[src/rtl/mc_tag_ctrl_pkg.sv]
// Shared definitions for the cache tag-store sequencer: FSM encoding and
// width helpers used by the controller and the cache top.
package mc_tag_ctrl_pkg;

    localparam logic [2:0] ST_FLUSH = 3'd0;
    localparam logic [2:0] ST_IDLE  = 3'd1;
    localparam logic [2:0] ST_CMP   = 3'd2;
    localparam logic [2:0] ST_RSP   = 3'd3;
    localparam logic [2:0] ST_FILL  = 3'd4;
    localparam logic [2:0] ST_WRITE = 3'd5;

    // One tag RAM entry per way is {valid, tag}.
    function automatic int entry_bits(input int tag_w);
        return tag_w + 1;
    endfunction

    // Way index width, never narrower than one bit so WAYS=1 still has a port.
    function automatic int way_bits(input int ways);
        return (ways > 1) ? $clog2(ways) : 1;
    endfunction

endpackage

[src/rtl/mc_tag_match.sv]
// Single-way tag comparator: hit when the stored entry is valid and its tag
// equals the looked-up tag.
module mc_tag_match #(
    parameter int TAG_WIDTH = 12
) (
    input  logic [TAG_WIDTH-1:0] ref_tag,
    input  logic [TAG_WIDTH-1:0] tag,
    input  logic                 valid,
    output logic                 match
);

    assign match = valid && (tag == ref_tag);

endmodule

[src/rtl/mc_tag_ctrl.sv]
// Tag-store sequencer: post-reset invalidate sweep, on-demand flush, lookup
// against a 1-cycle tag RAM, victim allocation and tag commit after refill.
module mc_tag_ctrl
    import mc_tag_ctrl_pkg::*;
#(
    parameter int TAG_WIDTH = 12,
    parameter int IDX_WIDTH = 7,
    parameter int WAYS      = 2
) (
    input  logic                                clk,
    input  logic                                rst,
    input  logic                                req_valid,
    output logic                                req_ready,
    input  logic [IDX_WIDTH-1:0]                req_idx,
    input  logic [TAG_WIDTH-1:0]                req_tag,
    output logic                                rsp_valid,
    input  logic                                rsp_ready,
    output logic                                rsp_hit,
    output logic [way_bits(WAYS)-1:0]           rsp_way,
    input  logic                                fill_done,
    input  logic                                fill_abort,
    input  logic                                flush_req,
    output logic                                busy,
    output logic [IDX_WIDTH-1:0]                tr_addr,
    output logic                                tr_re,
    input  logic [WAYS*entry_bits(TAG_WIDTH)-1:0] tr_rdata,
    output logic [WAYS-1:0]                     tr_we,
    output logic [entry_bits(TAG_WIDTH)-1:0]    tr_wdata
);

    localparam int EW    = entry_bits(TAG_WIDTH);
    localparam int WAY_W = way_bits(WAYS);

    logic [2:0]           state;
    logic [IDX_WIDTH-1:0] flush_cnt;
    logic [WAY_W-1:0]     vptr;

    logic [IDX_WIDTH-1:0] idx_q;
    logic [TAG_WIDTH-1:0] tag_q;
    logic                 hit_q;
    logic [WAY_W-1:0]     way_q;

    logic [WAYS-1:0]      match;
    logic [WAYS-1:0]      way_vld;
    logic                 hit_any;
    logic                 inv_found;
    logic [WAY_W-1:0]     hit_way;
    logic [WAY_W-1:0]     inv_way;
    logic [WAY_W-1:0]     victim;
    logic                 accept;

    for (genvar gw = 0; gw < WAYS; gw++) begin : g_way
        assign way_vld[gw] = tr_rdata[gw*EW + TAG_WIDTH];
        mc_tag_match #(.TAG_WIDTH(TAG_WIDTH)) u_match (
            .ref_tag (tag_q),
            .tag     (tr_rdata[gw*EW +: TAG_WIDTH]),
            .valid   (way_vld[gw]),
            .match   (match[gw])
        );
    end

    // Scan from the top way down so the lowest-index candidate wins.
    always_comb begin
        hit_way   = '0;
        inv_found = 1'b0;
        inv_way   = '0;
        for (int w = WAYS - 1; w >= 0; w--) begin
            if (match[w]) hit_way = WAY_W'(w);
            if (!way_vld[w]) begin
                inv_found = 1'b1;
                inv_way   = WAY_W'(w);
            end
        end
    end

    assign hit_any = |match;
    assign victim  = inv_found ? inv_way : vptr;
    assign accept  = (state == ST_IDLE) && req_valid && !flush_req;

    always_comb begin
        req_ready = (state == ST_IDLE) && !flush_req;
        tr_re     = accept;
        busy      = (state != ST_IDLE);
        rsp_valid = (state == ST_RSP);
        rsp_hit   = rsp_valid && hit_q;
        rsp_way   = rsp_valid ? way_q : '0;
        tr_addr   = idx_q;
        tr_we     = '0;
        tr_wdata  = '0;
        case (state)
            ST_FLUSH: begin
                tr_addr = flush_cnt;
                tr_we   = '1;
            end
            ST_IDLE:  tr_addr = req_idx;
            ST_WRITE: begin
                for (int w = 0; w < WAYS; w++) tr_we[w] = (way_q == WAY_W'(w));
                tr_wdata = {1'b1, tag_q};
            end
            default: ;
        endcase
    end

    // Control state: FSM, sweep counter, round-robin pointer.
    always_ff @(posedge clk or posedge rst) begin
        if (rst) begin
            state     <= ST_FLUSH;
            flush_cnt <= '0;
            vptr      <= '0;
        end else begin
            case (state)
                ST_FLUSH: begin
                    flush_cnt <= flush_cnt + 1'b1;
                    if (&flush_cnt) state <= ST_IDLE;
                end
                ST_IDLE: begin
                    if (flush_req)      state <= ST_FLUSH;
                    else if (req_valid) state <= ST_CMP;
                end
                ST_CMP: begin
                    if (!hit_any && !inv_found && (WAYS > 1)) vptr <= vptr + 1'b1;
                    state <= ST_RSP;
                end
                ST_RSP: begin
                    if (rsp_ready) state <= hit_q ? ST_IDLE : ST_FILL;
                end
                ST_FILL: begin
                    if (fill_abort)     state <= ST_IDLE;
                    else if (fill_done) state <= ST_WRITE;
                end
                ST_WRITE: state <= ST_IDLE;
                default:  state <= ST_FLUSH;
            endcase
        end
    end

    // Datapath captures: request on accept, lookup result at compare.
    always_ff @(posedge clk) begin
        if (accept) begin
            idx_q <= req_idx;
            tag_q <= req_tag;
        end
        if (state == ST_CMP) begin
            hit_q <= hit_any;
            way_q <= hit_any ? hit_way : victim;
        end
    end

endmodule

[config.mk]
export PLATFORM = sky130hd
export DESIGN_NAME = mc_tag_ctrl
export DESIGN_NICKNAME = d
export VERILOG_FILES = /design/src/rtl/mc_tag_ctrl_pkg.sv /design/src/rtl/mc_tag_match.sv /design/src/rtl/mc_tag_ctrl.sv
export SDC_FILE = /design/constraint.sdc
export NUM_CORES = 1
export LEC_CHECK = 0
export ABC_AREA = 1
export CAP_MARGIN = 25
export CORE_UTILIZATION = 43
export DETAILED_ROUTE_END_ITERATION = 8
export GPL_TIMING_DRIVEN = 0
export MAX_ROUTING_LAYER = met4
export PLACE_DENSITY = 0.8
export SYNTH_ARGS = -nofsm -noshare
export SYNTH_HDL_FRONTEND = slang
export SYNTH_SLANG_ARGS = --single-unit
[constraint.sdc]
create_clock -name clk -period 2.72 [get_ports clk]
set_input_delay 0.408 -clock clk [delete_from_list [all_inputs] [get_ports clk]]
set_output_delay 0.408 -clock clk [all_outputs]
set_load 0.02 [all_outputs]
==> reports/qor.txt, run 1 <==
Sequential element share of the synthesized area = 46.7%
Rel. slew slack = 71.3%
Clock-pin slew on the worst setup and hold paths = 0.07 ns
R2R cell count = 8
CP Launch Point = state[2]
Via density per instance = 4.65
Antenna cells = 0
DR vias = 1871
Die Area = 4780 um^2
Main area contributors after synthesis = edfxtp_1, nand2_1, dfrtp_1, inv_1, nor2_1
Post-synth EDFFs = 21
Std cell rows = 24
Fill cells = 376
Setup CP Type = flip-flop to primary output
Hold Slack = 0.422 ns
Routability Congestion = 0.803
CTS buffer count = 5
Worst R2R End = flush_cnt[5]
Clock Skews = 0.00852 ns
Clock buffer depth = 2
Synth warn = 0
Worst-margin pin slew = 0.430 ns
Min cycle time layout = 2.50 ns
Slew Viols, Final = 0
Critical Path End Type = primary output
Ys async rst share = 34.4%
CTS root buf = clkbuf_8
CTS H-tree depth = 2
CTS tree = done
Post-synthesis average cell area = 7.49 um^2
CTS sink cnt = 32
DP Wirelength = 3630 um
Leak pwr = 0.00138 uW
DIE HEIGHT = 69.2 um
Initial core utilization = 44.5%
DRT Pass-1 Iters = 4
Max VDD drop = 537 uV
Worst Hold Class = input port to asynchronous set/reset pin
# IOs = 80
Crit path capture = tr_wdata[9]
Total track usage = 21.4%
Final Hold Vio Count = 0
Core area = 4350 um^2
R2r setup slk = 1.26 ns
Primary FF master, synth = edfxtp_1
Synthesized area = 1940 um^2
Final Net Count = 402
End-of-flow core utilization = 67.2%
Max Clock Freq = 400 MHz
Worst-path fanout max = 10
First-pass GRT wire length = 7850 um
Status = completed
Gr ovfl total = 0
Vias in the first global route = 1801
IO Port Bufs = 79
Maxcap violations = 0
Cells after Synth = 259
Area grow syn2layout = 51.0%
RSZ-0062 raised after global routing = no
Initial antenna violation count = 0
PD cells = 724 nW/um^2
Routed WL per cell = 11.6 um
Netlist cell types = 27
Drt drc = 0
Post-route ant nets = 0
Die width = 69.2 um
Number of synthesized register bits = 32
Cell taking the most area after synthesis = edfxtp_1
Arrival time worst endpoint = 2.09 ns
Pin count of the biggest net entering global routing = 12
WL final = 4660 um
Synth Net Count = 312
Post-synth top area share = 32.5%
Reg-to-reg startpoint = state[1]
Final worst-path cycle share = 91.9%
Critical Path Start Type = flip-flop
Clock latency on the worst-skew pair = 0.29 ns
Critical Path RT = 2.31 ns
Share of layout cells above drive strength 1 = 8.00%
Drt initial violations = 75
# setup viols final = 0
## worst max-delay path, stage by stage, from the launching register on
cell and delay [ns]:
dfrtp_1 0.45, inv_2 0.09, nor2_1 0.13, nand2_1 0.16, buf_2 0.23, nor2_1 0.12
clkdlybuf4s50_1 0.63
## sequential cells by signal, summed over array words and instances (netlist names)
name	count
tag_q	12
idx_q	7
hit_q	1
state	3
way_q	1
flush_cnt	7
vptr	1
## repair_timing
action / 4_1_cts / 5_1_grt
gates resized for setup: 1 / 0
hold buffers: 0 / 0
setup buffers: 1 / 2
pin swaps: 1 / 1
setup endpoints to repair: 1 / 1
## how the worst min path moves through the flow
stage | startpoint | endpoint | slack, ns
floorplan | rst | flush_cnt[0] | 0.26
global placement | flush_cnt[6] | flush_cnt[6] | 0.46
detailed placement | flush_cnt[6] | flush_cnt[6] | 0.48
CTS | rst | flush_cnt[6] | 0.42
global route | rst | flush_cnt[6] | 0.45
finish | rst | flush_cnt[6] | 0.42
## through the flow
stage / cells / total power, uW / area [um^2] / setup slack (ns) / setup TNS (ns)
2_1_floorplan: 259 / 1320 / 1940 / 0.381 / 0
3_3_place_gp: 390 / 1720 / 2800 / -0.824 / -0.824
3_5_place_dp: 391 / 1740 / 2810 / -0.0267 / -0.0267
4_1_cts: 400 / 2130 / 2910 / 0.0442 / 0
5_1_grt: 402 / 2260 / 2930 / 0.0734 / 0
6_report: 402 / 2120 / 2930 / 0.221 / 0
## cells in the final DEF (no fill, tap or decap), types with 2 or more instances in the layout
cell type	netlist	routed
o21ai_0	7	7
clkbuf_8	0	5
nor2_1	36	35
buf_4	0	3
inv_1	48	48
nand2_1	85	85
dfrtp_1	11	11
xor2_1	5	5
nor3_1	2	2
o211ai_1	4	4
o21ai_1	4	4
nor3_4	2	2
nand3_1	9	9
xnor2_1	4	4
inv_2	3	3
nand2_4	3	3
nand4_1	3	3
clkdlybuf4s50_1	0	79
clkinv_2	0	2
or2_2	2	2
edfxtp_1	21	21
## Yosys cell counts, types with 4 or more instances
cell / instances
o211ai_1: 4
nand2_1: 85
nor2_1: 36
inv_1: 48
dfrtp_1: 11
xor2_1: 5
edfxtp_1: 21
xnor2_1: 4
nand3_1: 9
o21ai_1: 4
o21ai_0: 7
## power breakdown
group          switching (uW)  internal, uW  total (uW)
registers                82.0           627         709
clock network             188           178         366
logic                     574           472        1050
total                     844          1280        2120
## per-layer routing
layer	track usage [%]	part of all wire (%)
met1	26.3	46
met2	34.0	47
met3	5.99	5.4
met4	7.26	1.6
met5	-	0
## kinds of logic after synthesis
logic type | synth area share, %
AO/OA/AOI/OAI | 5.03
flip-flops | 46.7
buffers and inverters | 10.8
XOR/XNOR | 4.06
adder cells (fa/ha/maj) | 0.645
AND/OR/NAND/NOR | 32.8
## area by class of cell
| cell class | count | area (um^2) | area share [%] |
|---|---|---|---|
| Buffer | 1 | 5.00 | 0.171 |
| Tap cell | 52 | 65.1 | 2.22 |
| Timing Repair Buffer | 83 | 828 | 28.3 |
| Multi-Input combinational cell | 173 | 832 | 28.4 |
| Clock inverter | 3 | 18.8 | 0.641 |
| Sequential cell | 32 | 906 | 30.9 |
| Inverter | 53 | 204 | 6.97 |
| Clock buffer | 5 | 68.8 | 2.35 |
(Power assumes the default switching activity.)
==> inputs of run 2 (changes only) <==
- CORE_UTILIZATION: 43 -> 59
- DONT_BUFFER_PORTS: not set -> 1
- PLACE_DENSITY: 0.8 -> 0.75
==> run 2 against run 1 <==
Effect of this change:
- maximum frequency up 6.4%
- sequential cell count unchanged
- critical path depth down 2
- largest cell class unchanged
- largest power group unchanged
- highest routed layer unchanged
==> reports/qor.txt, run 2 (synthesis gave the netlist of run 1 again) <==
Status = completed
CTS H-tree depth = 2
Worst-margin pin slew = 0.627 ns
Die Area = 3520 um^2
DR top layer = met4
CTS tree = done
Post-CTS sizing = 0
Max FFs per register = 12
Most frequent cells in the layout = nand2_1, inv_1, nor2_1, edfxtp_1, dfrtp_1
Max Clock Freq = 426 MHz
WL met2 = 1700 um
WL final = 3790 um
CTS root buf = clkbuf_4
CP top delay family = simple AND/OR/NAND/NOR gates
Drt initial violations = 63
Max VDD drop = 593 uV
DIE HEIGHT = 59.3 um
Critical Path RT = 2.31 ns
End-of-flow core utilization = 68.4%
Final Power = 1760 uW
Rel. slew slack = 57.8%
Clock Skews = 0.0122 ns
# IOs = 80
Routed WL per cell = 12.1 um
CP cell instances = nor3_4 -> nand2_4 -> nor2_2 -> buf_16
Final Net Count = 321
Arrival time worst endpoint = 1.94 ns
Wire length on met1 = 1730 um
CTS buffer count = 5
DRT Pass-1 Iters = 5
DR vias = 1535
Initial antenna violation count = 0
Clock buffer depth = 2
Setup CP Type = flip-flop to primary output
Met3 Routed Length = 298 um
Core area = 3080 um^2
Fill cells = 256
Critical Path Max Stage Delay = 0.45 ns
Maxcap violations = 0
DP Wirelength = 3050 um
Vias in the first global route = 1501
Clock latency on the worst-skew pair = 0.33 ns
Post-route setup TNS = 0 ns
Die width = 59.3 um
Crit-path slowest cell = dfrtp_1
Initial core utilization = 63.0%
Biggest register = tag_q
Via density per instance = 4.90
Leading cell type in the layout, fill and taps excluded = nand2_1
Final worst-path cycle share = 86.3%
IO Port Bufs = 0
Critical Path Start Type = flip-flop
Post-CTS Setup Bufs = 0
Worst-path fanout max = 15
Share of layout cells above drive strength 1 = 8.92%
Clock-pin slew on the worst setup and hold paths = 0.10 ns
Drt drc = 0
PD cells = 835 nW/um^2
Leak pwr = 0.00107 uW
RSZ-0062 raised after global routing = no
Biggest regs = tag_q x12, flush_cnt x7, idx_q x7
Routability Congestion = 0.792
Pre-CTS setup slack = 0.695 ns
Critical Path End Type = primary output
# setup viols final = 0
Final worst slack = 0.372 ns
Min cycle time layout = 2.35 ns
Buf/Inv on CP = 1
Total track usage = 25.1%
First-pass GRT wire length = 6180 um
Pin count of the biggest net entering global routing = 16
Gr ovfl total = 0
Area grow syn2layout = 8.58%
Slew Viols, Final = 0
Worst Hold Class = input port to flip-flop
Final Hold Vio Count = 0
Std cell rows = 20
Post-route ant nets = 0
CTS sink cnt = 32
Antenna cells = 0
## run 2: changes by cell type in the layout (fill, tap and decap cells not counted), sizes merged
| cell | previous run | this run |
|---|---|---|
| buf | 5 | 2 |
| dlygate4sd3 | 0 | 1 |
| clkbuf | 5 | 7 |
| clkdlybuf4s50 | 79 | 0 |
| clkinv | 4 | 2 |
## run 2: metrics by stage
step / hold slack (ns) / cells / area [um^2]
finish: 0.162 / 313 / 2110
global route: 0.147 / 313 / 2110
CTS: 0.151 / 313 / 2110
detailed placement: 0.320 / 304 / 2020
global placement: 0.314 / 303 / 1990
floorplan: 0.260 / 259 / 1940
## run 2: final cells by class
type | count | area, um^2 | share of cell area (%)
Sequential cell | 32 | 906 | 43.0
Multi-Input combinational cell | 173 | 827 | 39.3
Inverter | 53 | 204 | 9.69
Clock buffer | 7 | 66.3 | 3.15
Tap cell | 44 | 55.1 | 2.61
Timing Repair Buffer | 2 | 37.5 | 1.78
Clock inverter | 1 | 5.00 | 0.238
Buffer | 1 | 5.00 | 0.238
## run 2: layer usage
layer	vias up	GRT usage (%)
li1	808	-
met1	658	30.3
met2	62	39.5
met3	7	7.21
met4	0	10.5
met5	-	-
## run 2: final timing paths
| kind | endpoint | depth (start not counted) | from | slack (ns) |
|---|---|---|---|---|
| max | tr_re | 4 | state[2] | 0.37 |
| min in group asynchronous | flush_cnt[3] | 2 | rst | 0.50 |
| min | tag_q[0] | 0 | req_tag[0] | 0.16 |
| max in group asynchronous | flush_cnt[0] | 2 | rst | 1.92 |
| max reg2reg | tag_q[11] | 4 | state[2] | 0.82 |
| min reg2reg | flush_cnt[6] | 1 | flush_cnt[6] | 0.49 |
## run 2: power breakdown
group          internal, uW  switching (uW)
clock                   156             158
combinational           208             525
sequential              626            84.3
## run 2: timing repair
action | 4_1_cts | 5_1_grt
hold endpoints to repair | 11 | 0
endpoints found under the setup margin | 0 | 0
hold buffers | 1 | 0
